## config.mk

```make
export PLATFORM = sky130hd
export DESIGN_NAME = reg_write_arbiter
export DESIGN_NICKNAME = d
export VERILOG_FILES = /design/src/rtl/reg_arb_pkg.sv /design/src/rtl/rr_pick.sv /design/src/rtl/reg_write_arbiter.sv
export SDC_FILE = /design/constraint.sdc
export NUM_CORES = 1
export LEC_CHECK = 0
export ABC_AREA = 1
export CORE_MARGIN = 4
export CORE_UTILIZATION = 48
export CTS_BUF_LIST = sky130_fd_sc_hd__clkbuf_16
export CTS_CLUSTER_SIZE = 30
export DETAILED_ROUTE_END_ITERATION = 10
export MAX_ROUTING_LAYER = met4
export PLACE_DENSITY = 0.88
export REMOVE_ABC_BUFFERS = 1
export SYNTH_ARGS = -nofsm -noshare
export SYNTH_HDL_FRONTEND = slang
export SYNTH_SLANG_ARGS = --single-unit
export TNS_END_PERCENT = 1
```

## constraint.sdc

```tcl
create_clock -name CLK -period 3.4 [get_ports CLK]
set_input_delay 0.34 -clock CLK [delete_from_list [all_inputs] [get_ports CLK]]
set_output_delay 0.34 -clock CLK [all_outputs]
set_load 0.02 [all_outputs]
```

## src/rtl/reg_arb_pkg.sv

```systemverilog
// Shared types and helpers for the round-robin register write arbiter.
package reg_arb_pkg;

    typedef enum logic [1:0] {
        IDLE    = 2'd0,
        WRITE   = 2'd1,
        CHECK   = 2'd2,
        RELEASE = 2'd3
    } arb_state_e;

    // Index width for n requesters; never narrower than one bit.
    function automatic int unsigned idx_w(input int unsigned n);
        return (n > 1) ? $clog2(n) : 1;
    endfunction

endpackage

```

## src/rtl/rr_pick.sv

```systemverilog
// Combinational round-robin picker: first set request at or after ptr, wrapping.
module rr_pick
    import reg_arb_pkg::*;
#(
    parameter int unsigned N = 4,
    parameter int unsigned W = 2
) (
    input  logic [N-1:0] req,
    input  logic [W-1:0] ptr,
    output logic         valid,
    output logic [W-1:0] winner
);

    // Walk offsets from farthest to nearest so the nearest set bit wins.
    always_comb begin
        valid  = |req;
        winner = '0;
        for (int k = int'(N) - 1; k >= 0; k--) begin
            for (int i = 0; i < int'(N); i++) begin
                if (req[i] && (((int'(ptr) + k) % int'(N)) == i)) begin
                    winner = W'(i);
                end
            end
        end
    end

endmodule

```

## src/rtl/reg_write_arbiter.sv

```systemverilog
// Arbitrates N requesters onto one enable-loaded register and verifies each write by readback.
module reg_write_arbiter
    import reg_arb_pkg::*;
#(
    parameter int unsigned N_REQ = 4,
    parameter int unsigned WIDTH = 8
) (
    input  logic                   CLK,
    input  logic                   RST,
    input  logic [N_REQ-1:0]       REQ,
    input  logic [N_REQ*WIDTH-1:0] WDATA,
    input  logic [WIDTH-1:0]       R_IN,
    output logic                   REG_ENA,
    output logic [WIDTH-1:0]       REG_DATA,
    output logic [N_REQ-1:0]       GNT,
    output logic [N_REQ-1:0]       ACK,
    output logic                   BUSY,
    output logic                   ERR
);

    localparam int unsigned IDX_W = idx_w(N_REQ);

    arb_state_e       state_q, state_d;
    logic [IDX_W-1:0] ptr_q, ptr_d;
    logic [IDX_W-1:0] idx_q, idx_d;
    logic [WIDTH-1:0] data_q, data_d;
    logic             ena_d;
    logic [WIDTH-1:0] reg_data_d;
    logic [N_REQ-1:0] gnt_d;
    logic [N_REQ-1:0] ack_d;
    logic             busy_d;
    logic             err_d;

    logic             pick_valid;
    logic [IDX_W-1:0] pick_idx;
    logic [WIDTH-1:0] wdata_sel;
    logic [IDX_W-1:0] ptr_next;

    function automatic logic [N_REQ-1:0] onehot(input logic [IDX_W-1:0] i);
        onehot    = '0;
        onehot[i] = 1'b1;
    endfunction

    rr_pick #(
        .N (N_REQ),
        .W (IDX_W)
    ) u_pick (
        .req    (REQ),
        .ptr    (ptr_q),
        .valid  (pick_valid),
        .winner (pick_idx)
    );

    // Data slice of the current round-robin winner.
    always_comb begin
        wdata_sel = '0;
        for (int i = 0; i < int'(N_REQ); i++) begin
            if (pick_idx == IDX_W'(i)) begin
                wdata_sel = WDATA[i*WIDTH +: WIDTH];
            end
        end
    end

    assign ptr_next = (idx_q == IDX_W'(N_REQ - 1)) ? '0 : IDX_W'(idx_q + IDX_W'(1));

    // Next state and next registered outputs; outputs are loaded on the same edge as the state.
    always_comb begin
        state_d    = state_q;
        ptr_d      = ptr_q;
        idx_d      = idx_q;
        data_d     = data_q;
        ena_d      = 1'b0;
        reg_data_d = REG_DATA;
        gnt_d      = GNT;
        ack_d      = '0;
        err_d      = ERR;

        case (state_q)
            IDLE: begin
                gnt_d = '0;
                if (pick_valid) begin
                    idx_d      = pick_idx;
                    data_d     = wdata_sel;
                    reg_data_d = wdata_sel;
                    ena_d      = 1'b1;
                    gnt_d      = onehot(pick_idx);
                    state_d    = WRITE;
                end
            end
            WRITE: begin
                ack_d   = onehot(idx_q);
                state_d = CHECK;
            end
            CHECK: begin
                if (R_IN != data_q) begin
                    err_d = 1'b1;
                end
                ptr_d   = ptr_next;
                state_d = RELEASE;
            end
            RELEASE: begin
                if (!REQ[idx_q]) begin
                    gnt_d   = '0;
                    state_d = IDLE;
                end
            end
        endcase

        busy_d = (state_d != IDLE);
    end

    always_ff @(posedge CLK) begin
        if (!RST) begin
            state_q  <= IDLE;
            ptr_q    <= '0;
            idx_q    <= '0;
            data_q   <= '0;
            REG_ENA  <= 1'b0;
            REG_DATA <= '0;
            GNT      <= '0;
            ACK      <= '0;
            BUSY     <= 1'b0;
            ERR      <= 1'b0;
        end else begin
            state_q  <= state_d;
            ptr_q    <= ptr_d;
            idx_q    <= idx_d;
            data_q   <= data_d;
            REG_ENA  <= ena_d;
            REG_DATA <= reg_data_d;
            GNT      <= gnt_d;
            ACK      <= ack_d;
            BUSY     <= busy_d;
            ERR      <= err_d;
        end
    end

endmodule

```

==> reports/qor.csv, run 1 <==
metric,value,unit
clock_skew,4.18,ps
regArea,500,µm²
synth_top_family_by_area,simple AND/OR/NAND/NOR gates,
final.setup.worst_slack,983,ps
hold-path-endpoint,GNT[1]$_SDFFE_PN0P_,
p_leak,1.10,nW
drc,0,
detailedPlace.worstSlack,772,ps
muxShareOfSynthArea,0,%
hold_depth,1,
grt_pass1_vias,1700,
via_count,1809,
finalCritPeriodShare,71.1,%
hold_buffers,0,
nNetsFinal,362,
cp_data_arrival_time,2600,ps
synthTopCellsByArea,"dfxtp_1 29%, nand2_1 11%, inv_1 7.7%",
setup_viol,0,
num_antenna_cells,0,
cts_made_buffers,3,
synth_xor_area_share,1.51,%
synth-adder-area-share,2.87,%
synthArstFlopShare,0,%
synth_compound_area_share,10.9,%
syn_inst,249,
die_x,68.3,µm
hold_path.class,reg2reg,
gp_congestion,0.860,
vias_per_cell,5.07,
dp.cells,353,
cts_setup_buffers,0,
timing.rr.end,data_q[1]$_SDFFE_PN0P_,
synth_ff_type,dfxtp_1,
rr_worst_depth,11,
maxCapViolations,0,
wire_per_inst,12.4,µm
cts_resized,0,
overflow,0,
pwr_density_cell,847,mW/mm²
finalHoldViolCount,0,
path_max_fanout,21,
synth.largest_area_cell,dfxtp_1,
synth.avg_cell_area,7.00,µm²
synth_seq_cells,25,
dp_hpwl,3.56,mm
yosysSeqAreaShare,28.7,%
synth_edf_count,0,
cts_sinks,25,
cp-start-kind,register,
numPortBuffers,64,
rows,21,
initial_utilization,51.1,%
final_layout_size_suffix_gt1_share,10.6,%
dieArea,0.00466,mm²
maxSlewHeadroom,50.6,%
synthSimpleGateAreaFrac,42.0,%
wl,4.41,mm
multi_input_area,1000,µm²
crit_required,3590,ps
maxSlewViolCount,0,
crit_type,reg2reg,
track_usage,20.8,%
cts-root-buf,clkbuf_16,
total_power,2.08,mW
reg2reg_slack,980,ps
synth.distinct_cells,34,
rsz0062_at_grt,no,
final_antenna_net_count,0,
max_freq,414,MHz
clock_latency,260,ps
peakVddDrop,0.422,mV
status,finished clean,
drt_iter0_drc,145,
area_delta_synth_final,40.5,%
yosys-top-cells-count,"51 x nand2_1, 36 x inv_1, 28 x nor2_1",
synth_top_area_share,28.7,%
fp.dieH,68.3,µm
cp-end-kind,register,
cts.clk_slew.worst_paths,60,ps
htree_num_levels,1,
setup_tns,0,ps
worst_pin_slew,740,ps
antenna_found_initial,0,
cts_tree,done,
coreArea,0.00342,mm²
fill_cells,276,
fin_crit,2420,ps
ys.warnings.count,0,
grt_pass1_wl,7.30,mm
clockBufferDepth,2,
worstHoldStart,GNT[1]$_SDFFE_PN0P_,
crit_path_start,ptr_q[1]$_SDFFE_PN0P_,
dr.pass1.iters,4,
rr_startpoint,ptr_q[1]$_SDFFE_PN0P_,
grt_max_degree,22,
synth.cell_area,0.00174,mm²
synth.most_common_cell,nand2_1,
fin_cells,357,
ios,65,
==> logic make-up (layout without fill, tap and decap cells) <==
family / after synthesis / count (layout)
buffers and inverters: 48 / 110
AO/OA/AOI/OAI: 29 / 29
flip-flops: 25 / 25
XOR/XNOR: 3 / 3
adder cells (fa/ha/maj): 4 / 4
AND/OR/NAND/NOR: 140 / 140
==> report_power, final <==
group          switching, mW  internal (mW)  total [mW]
sequential            0.0987          0.395       0.494
clock                  0.100          0.158       0.258
combinational          0.811          0.514        1.33
total                   1.01           1.07        2.08
==> flip-flops by register name, indices dropped and copies added (netlist names) <==
name     count
GNT          4
ERR          1
ptr_q        2
data_q       8
REG_ENA      1
state_q      2
idx_q        2
BUSY         1
ACK          4
==> final cells by class <==
| type | count | share of cell area, % |
|---|---|---|
| tap | 46 | 2.35 |
| timing repair buffer | 68 | 27.4 |
| multi-input combinational | 176 | 40.8 |
| inverter | 38 | 5.82 |
| sequential | 25 | 20.4 |
| clock buffer | 3 | 3.06 |
| clock inverter | 1 | 0.204 |
==> through the flow <==
step / util, % / hold WS, ps / area, µm²
final: 71.8 / 472 / 2450
after global routing: 71.8 / 488 / 2450
after CTS: 71.8 / 475 / 2450
after detailed placement: 69.4 / 459 / 2370
after global placement: 69.4 / 454 / 2370
after floorplan: - / 458 / 1640
==> per-layer routing <==
layer / track usage [%] / part of all wire [%]
met1: 24.5 / 41
met2: 36.7 / 52
met3: 3.78 / 5.8
met4: 4.47 / 1.2
met5: - / 0
==> worst max-delay path, stage by stage (launching register included) <==
cell and delay (ps):
dfxtp_1 610, inv_1 180, nand3_2 220, nand2_1 80, inv_1 70, a21oi_2 60
inv_1 540, buf_4 250, nand3_2 70, nand3_1 70, nand2_1 70, a21oi_2 130
==> worst max path at each step <==
stage | end | slack (ps) | depth (start not counted)
finish | data_q[1]$_SDFFE_PN0P_ | 980 | 11
global route | data_q[1]$_SDFFE_PN0P_ | 770 | 11
CTS | data_q[1]$_SDFFE_PN0P_ | 990 | 11
detailed placement | data_q[1]$_SDFFE_PN0P_ | 770 | 14
global placement | data_q[4]$_SDFFE_PN0P_ | 870 | 20
floorplan | data_q[4]$_SDFFE_PN0P_ | 990 | 13
==> cell usage in the layout (no fill, tap or decap), types with 2 or more instances in the layout <==
master,netlist,final
nand3_1,25,25
dfxtp_1,25,25
xnor2_1,3,3
o21ai_0,8,8
nand2_1,51,51
nand2_4,4,4
o31ai_1,2,2
clkdlybuf4s50_1,0,64
nand3b_2,3,3
nand4_1,15,15
a21oi_2,5,5
clkbuf_16,0,3
or2_2,2,2
ha_1,4,4
inv_1,36,36
nand2_2,2,2
buf_4,1,4
a21oi_1,8,8
nand3_2,6,6
nor2_1,28,28
Note: power is estimated with default switching activity, not from simulation.
==> run 2, diff against run 1 <==
- CORE_UTILIZATION: 48 -> 44
- PLACE_DENSITY: 0.88 -> 0.82
- clock period: 3.4 -> 2.4 ns (I/O delays scaled with it)
==> reports/qor.csv, run 2 (same netlist as run 1, synthesis figures left out) <==
metric,value,unit
rsz0062_at_grt,no,
cts_tree,done,
ios,65,
dp_hpwl,3.65,mm
overflow,0,
dieArea,0.00504,mm²
slowest_stage,clkdlybuf4s50_1,
htree_num_levels,1,
timing.rr.end,data_q[0]$_SDFFE_PN0P_,
worstHoldStart,ERR$_SDFFE_PN0P_,
track_usage,19.4,%
worst_pin_slew,323,ps
cp_cell_sequence,"clkdlybuf4s50_1, nand3_2, nand2_1, nand2_1, nand2_1, nand2_1, nand2_1, nand2_1, nand2_1, nand2_1, nand2_2, nand2_4, nand2_4, nand2_8, nand2_4, nand3b_2, nand2_1, nor2_1, nor2_1, nor2_1",
rows,22,
final_layout_size_suffix_gt1_share,12.6,%
grt_pass1_vias,1745,
final.setup.worst_slack,353,ps
wire_per_inst,12.5,µm
final_antenna_net_count,0,
gp_congestion,0.876,
clock_skew,1.51,ps
vias_per_cell,4.95,
detailedPlace.worstSlack,73.1,ps
path_max_fanout,11,
nNetsFinal,368,
coreArea,0.00374,mm²
numPortBuffers,64,
initial_utilization,46.6,%
cp_data_arrival_time,2200,ps
cp-end-kind,register,
final_cell_mix,"64 x clkdlybuf4s50_1, 51 x nand2_1, 36 x inv_1",
maxCapViolations,0,
reg_top3,"data_q x8, ACK x4, GNT x4",
crit_path_frequent_cell,nand2_1,
setup_tns,0,ps
peakVddDrop,0.594,mV
hold-path-endpoint,ERR$_SDFFE_PN0P_,
hold_buffers,0,
maxSlewHeadroom,77.9,%
crit_required,2550,ps
status,finished clean,
cts_made_buffers,3,
crit_path_start,REQ[1],
num_antenna_cells,0,
cts.clk_slew.worst_paths,60,ps
fp.dieH,71.0,µm
clockBufferDepth,2,
via_count,1808,
largest_reg_flops,8,
maxSlewViolCount,0,
clock_latency,260,ps
grt_pass1_wl,7.78,mm
cp-start-kind,input pin,
cts-root-buf,clkbuf_16,
setup_viol,0,
drt_iter0_drc,120,
cts_sinks,25,
area_delta_synth_final,44.0,%
p_leak,1.14,nW
rr_worst_depth,21,
wl,4.57,mm
rr_startpoint,ptr_q[0]$_SDFFE_PN0P_,
hold_depth,1,
dr.pass1.iters,4,
max_freq,488,MHz
final_core_utilization,67.1,%
die_x,71.0,µm
fin_crit,2050,ps
antenna_found_initial,0,
final_common_cell,clkdlybuf4s50_1,
largest-register,data_q,
worst_path_largest_cell_delay,590,ps
reg2reg_slack,400,ps
crit_type,in2reg,
grt_max_degree,24,
finalCritPeriodShare,85.3,%
pwr_density_cell,1210,mW/mm²
finalHoldViolCount,0,
hold_path.class,reg2reg,
drc,0,
-- run 2: cell count changes in the layout (fill, tap and decap cells not counted), sizes merged --
cell	previous run	this run
buf	4	10
-- run 2: worst max-delay path by stage --
stage	to	slack (ps)
after floorplan	data_q[4]$_SDFFE_PN0P_	-10
after global placement	data_q[5]$_SDFFE_PN0P_	130
after detailed placement	data_q[4]$_SDFFE_PN0P_	70
after CTS	data_q[0]$_SDFFE_PN0P_	230
after global routing	data_q[4]$_SDFFE_PN0P_	60
final	data_q[0]$_SDFFE_PN0P_	350
-- run 2: metal layers --
layer  routed length [µm]  vias up  track usage [%]
met5                    0        -                -
met4                   65        0             5.43
met3                  320        9             4.26
met2                 2300       60             33.3
met1                 1890      794             22.7
li1                     -      945                -
-- run 2: area by class of cell --
class,instances,area (µm²)
well taps,48,60.1
inverters,38,143
clock inverters,1,5.00
repair buffers,74,728
clock buffers,3,75.1
multi-input cells,176,1000
fillers,341,1230
flip-flops and latches,25,502
-- run 2: timing repair --
action | 4_1_cts | 5_1_grt
endpoints found under the setup margin | 0 | 1
setup buffers | 0 | 0
resized for setup | 0 | 1
-- run 2: report_power, final --
group	total, mW	leakage [nW]	internal [mW]	switching, mW
registers	0.678	0.206	0.561	0.117
logic	2.00	0.890	0.803	1.19
clock network	0.370	0.0409	0.225	0.145
total	3.05	1.14	1.59	1.46
-- run 2: stage by stage --
stage | area, µm² | std cells | hold WS, ps | power, mW
6_report | 2510 | 365 | 473 | 3.05
5_1_grt | 2510 | 365 | 488 | 3.31
4_1_cts | 2510 | 365 | 474 | 3.05
3_5_place_dp | 2430 | 361 | 459 | 2.67
3_3_place_gp | 2430 | 361 | 454 | 2.62
2_1_floorplan | 1640 | 239 | 358 | 1.97
-- run 2: worst max-delay path: cells and delay by family --
family                 cells  cell delay, ps
AND/OR/NAND/NOR           19            1360
buffers and inverters      1             590
==> patch, RTL diff (config.mk and constraints of run 2) <==
Set the parameter `WIDTH` to 10 (it was 8).
--- a/src/rtl/reg_write_arbiter.sv
+++ b/src/rtl/reg_write_arbiter.sv
@@ -3,7 +3,7 @@
     import reg_arb_pkg::*;
 #(
     parameter int unsigned N_REQ = 4,
-    parameter int unsigned WIDTH = 8
+    parameter int unsigned WIDTH = 10
 ) (
     input  logic                   CLK,
     input  logic                   RST,
Ports: changed (resized REG_DATA, R_IN and WDATA); port bits go from 65 to 77. The function was not compared with the original's and may differ.
==> patch against run 2 <==
Core utilization is 3.0 points higher; synthesized cell count grew 7.6%; total power shrank 31%; design area up 6.0%; fmax hardly changed; routed wire length up 9.1%; sequential cell count increased by 2; worst setup slack got worse by 0.0015 ns; combinational power down 46%; non-clock buffer count up 8; area after synthesis up 2.6%; highest routed layer unchanged.
==> patch: results (changes against run 2) <==
setup_path:
  crit_start: "ptr_q[0]"
  r2r.worst_path.cells: 20  # -4.8%
  reg2reg_slack_ns: 0.35  # -0.05 ns
  worstPathArrival_ns: 2.24  # +0.04 ns
placement:
  dp_cells: 388  # +7.5%
  place_congestion: 0.8679  # -0.95%
  dp_hpwl_um: 4002  # +9.6%
  io_buffers: 76  # +19%
  dpl_worst_slack_ns: 0.09131  # +0.01820 ns
  placed_area_um2: 2582  # +6.2%
grt:
  grt_max_degree: 20  # -17%
  groute.usage.overall_pct: 19.99  # +0.60 points
  met2_usage_pct: 30.51  # -2.8 points
  grt_pass1_vias: 1801  # +3.2%
run_status:
  outcome: "finished, final reports clean"
logic_synthesis:
  synthTopCellsByCount: "nand2_1, nand3_1, nor2_1"
  synth.avg_cell_area_um2: 6.676  # -4.7%
  synth_compound_area_share_pct: 11.26  # +0.35 points
  synth_cell_types: 32  # -5.9%
  synthTopCellsByArea: "dfxtp_1, nand3_1, nand2_1"
  synth-xor-area-share_pct: 0.9790  # -0.53 points
pwr:
  ir_worst_vdd_v: 0.0005024  # -15%
  p_sw_uw: 859.3  # -41%
  combPwrFrac_pct: 52.0  # -14 points
  p_per_area_nw_per_um2: 785.8  # -35%
sta:
  fin_skew_ns: 0.001988  # +0.0004766 ns
  slew_headroom_pct: 75.12  # -2.8 points
route:
  num_vias: 1953  # +8.0%
  wl_met1_um: 2315  # +23%
  drtIter0Drc: 107  # -11%
  avgViaCountPerCell: 4.982  # +0.58%
  drt-pass1-iter-count: 5  # +1
  wl_met2_um: 2286  # -0.44%
  routedWlPerCell_um: 12.72  # +1.5%
hold_path:
  min_path_cells: 2  # +1
final_layout:
  drive_gt1_share_pct: 9.884  # -2.7 points
-- patch: cell count changes in the layout (fill, tap and decap cells not counted), moves of 3 or more --
| cell | run 2 | this run |
|---|---|---|
| nor2_1 | 28 | 37 |
| nand3b_2 | 3 | 0 |
| nand4_1 | 15 | 4 |
| o21ai_0 | 8 | 14 |
| nand3_1 | 25 | 41 |
| nand2_2 | 2 | 9 |
| xnor2_1 | 3 | 0 |
| nand3_2 | 6 | 1 |
| a21oi_2 | 5 | 1 |
| buf_4 | 9 | 6 |
| clkdlybuf4s50_1 | 64 | 76 |
-- patch: what timing repair did --
action                     in CTS  in global routing
hold buffers                    0                  0
hold endpoints to repair        0                  0
setup endpoints to repair       0                 10
resized for setup               0                  2
-- patch: layout make-up --
cell class / instances / area, um^2
timing repair buffer: 82 / 805.8
tap: 48 / 60.06
multi-input combinational: 195 / 1033
inverter: 36 / 142.6
sequential: 27 / 543.0
clock inverter: 1 / 3.754
fill: 339 / 1135
clock buffer: 3 / 75.07
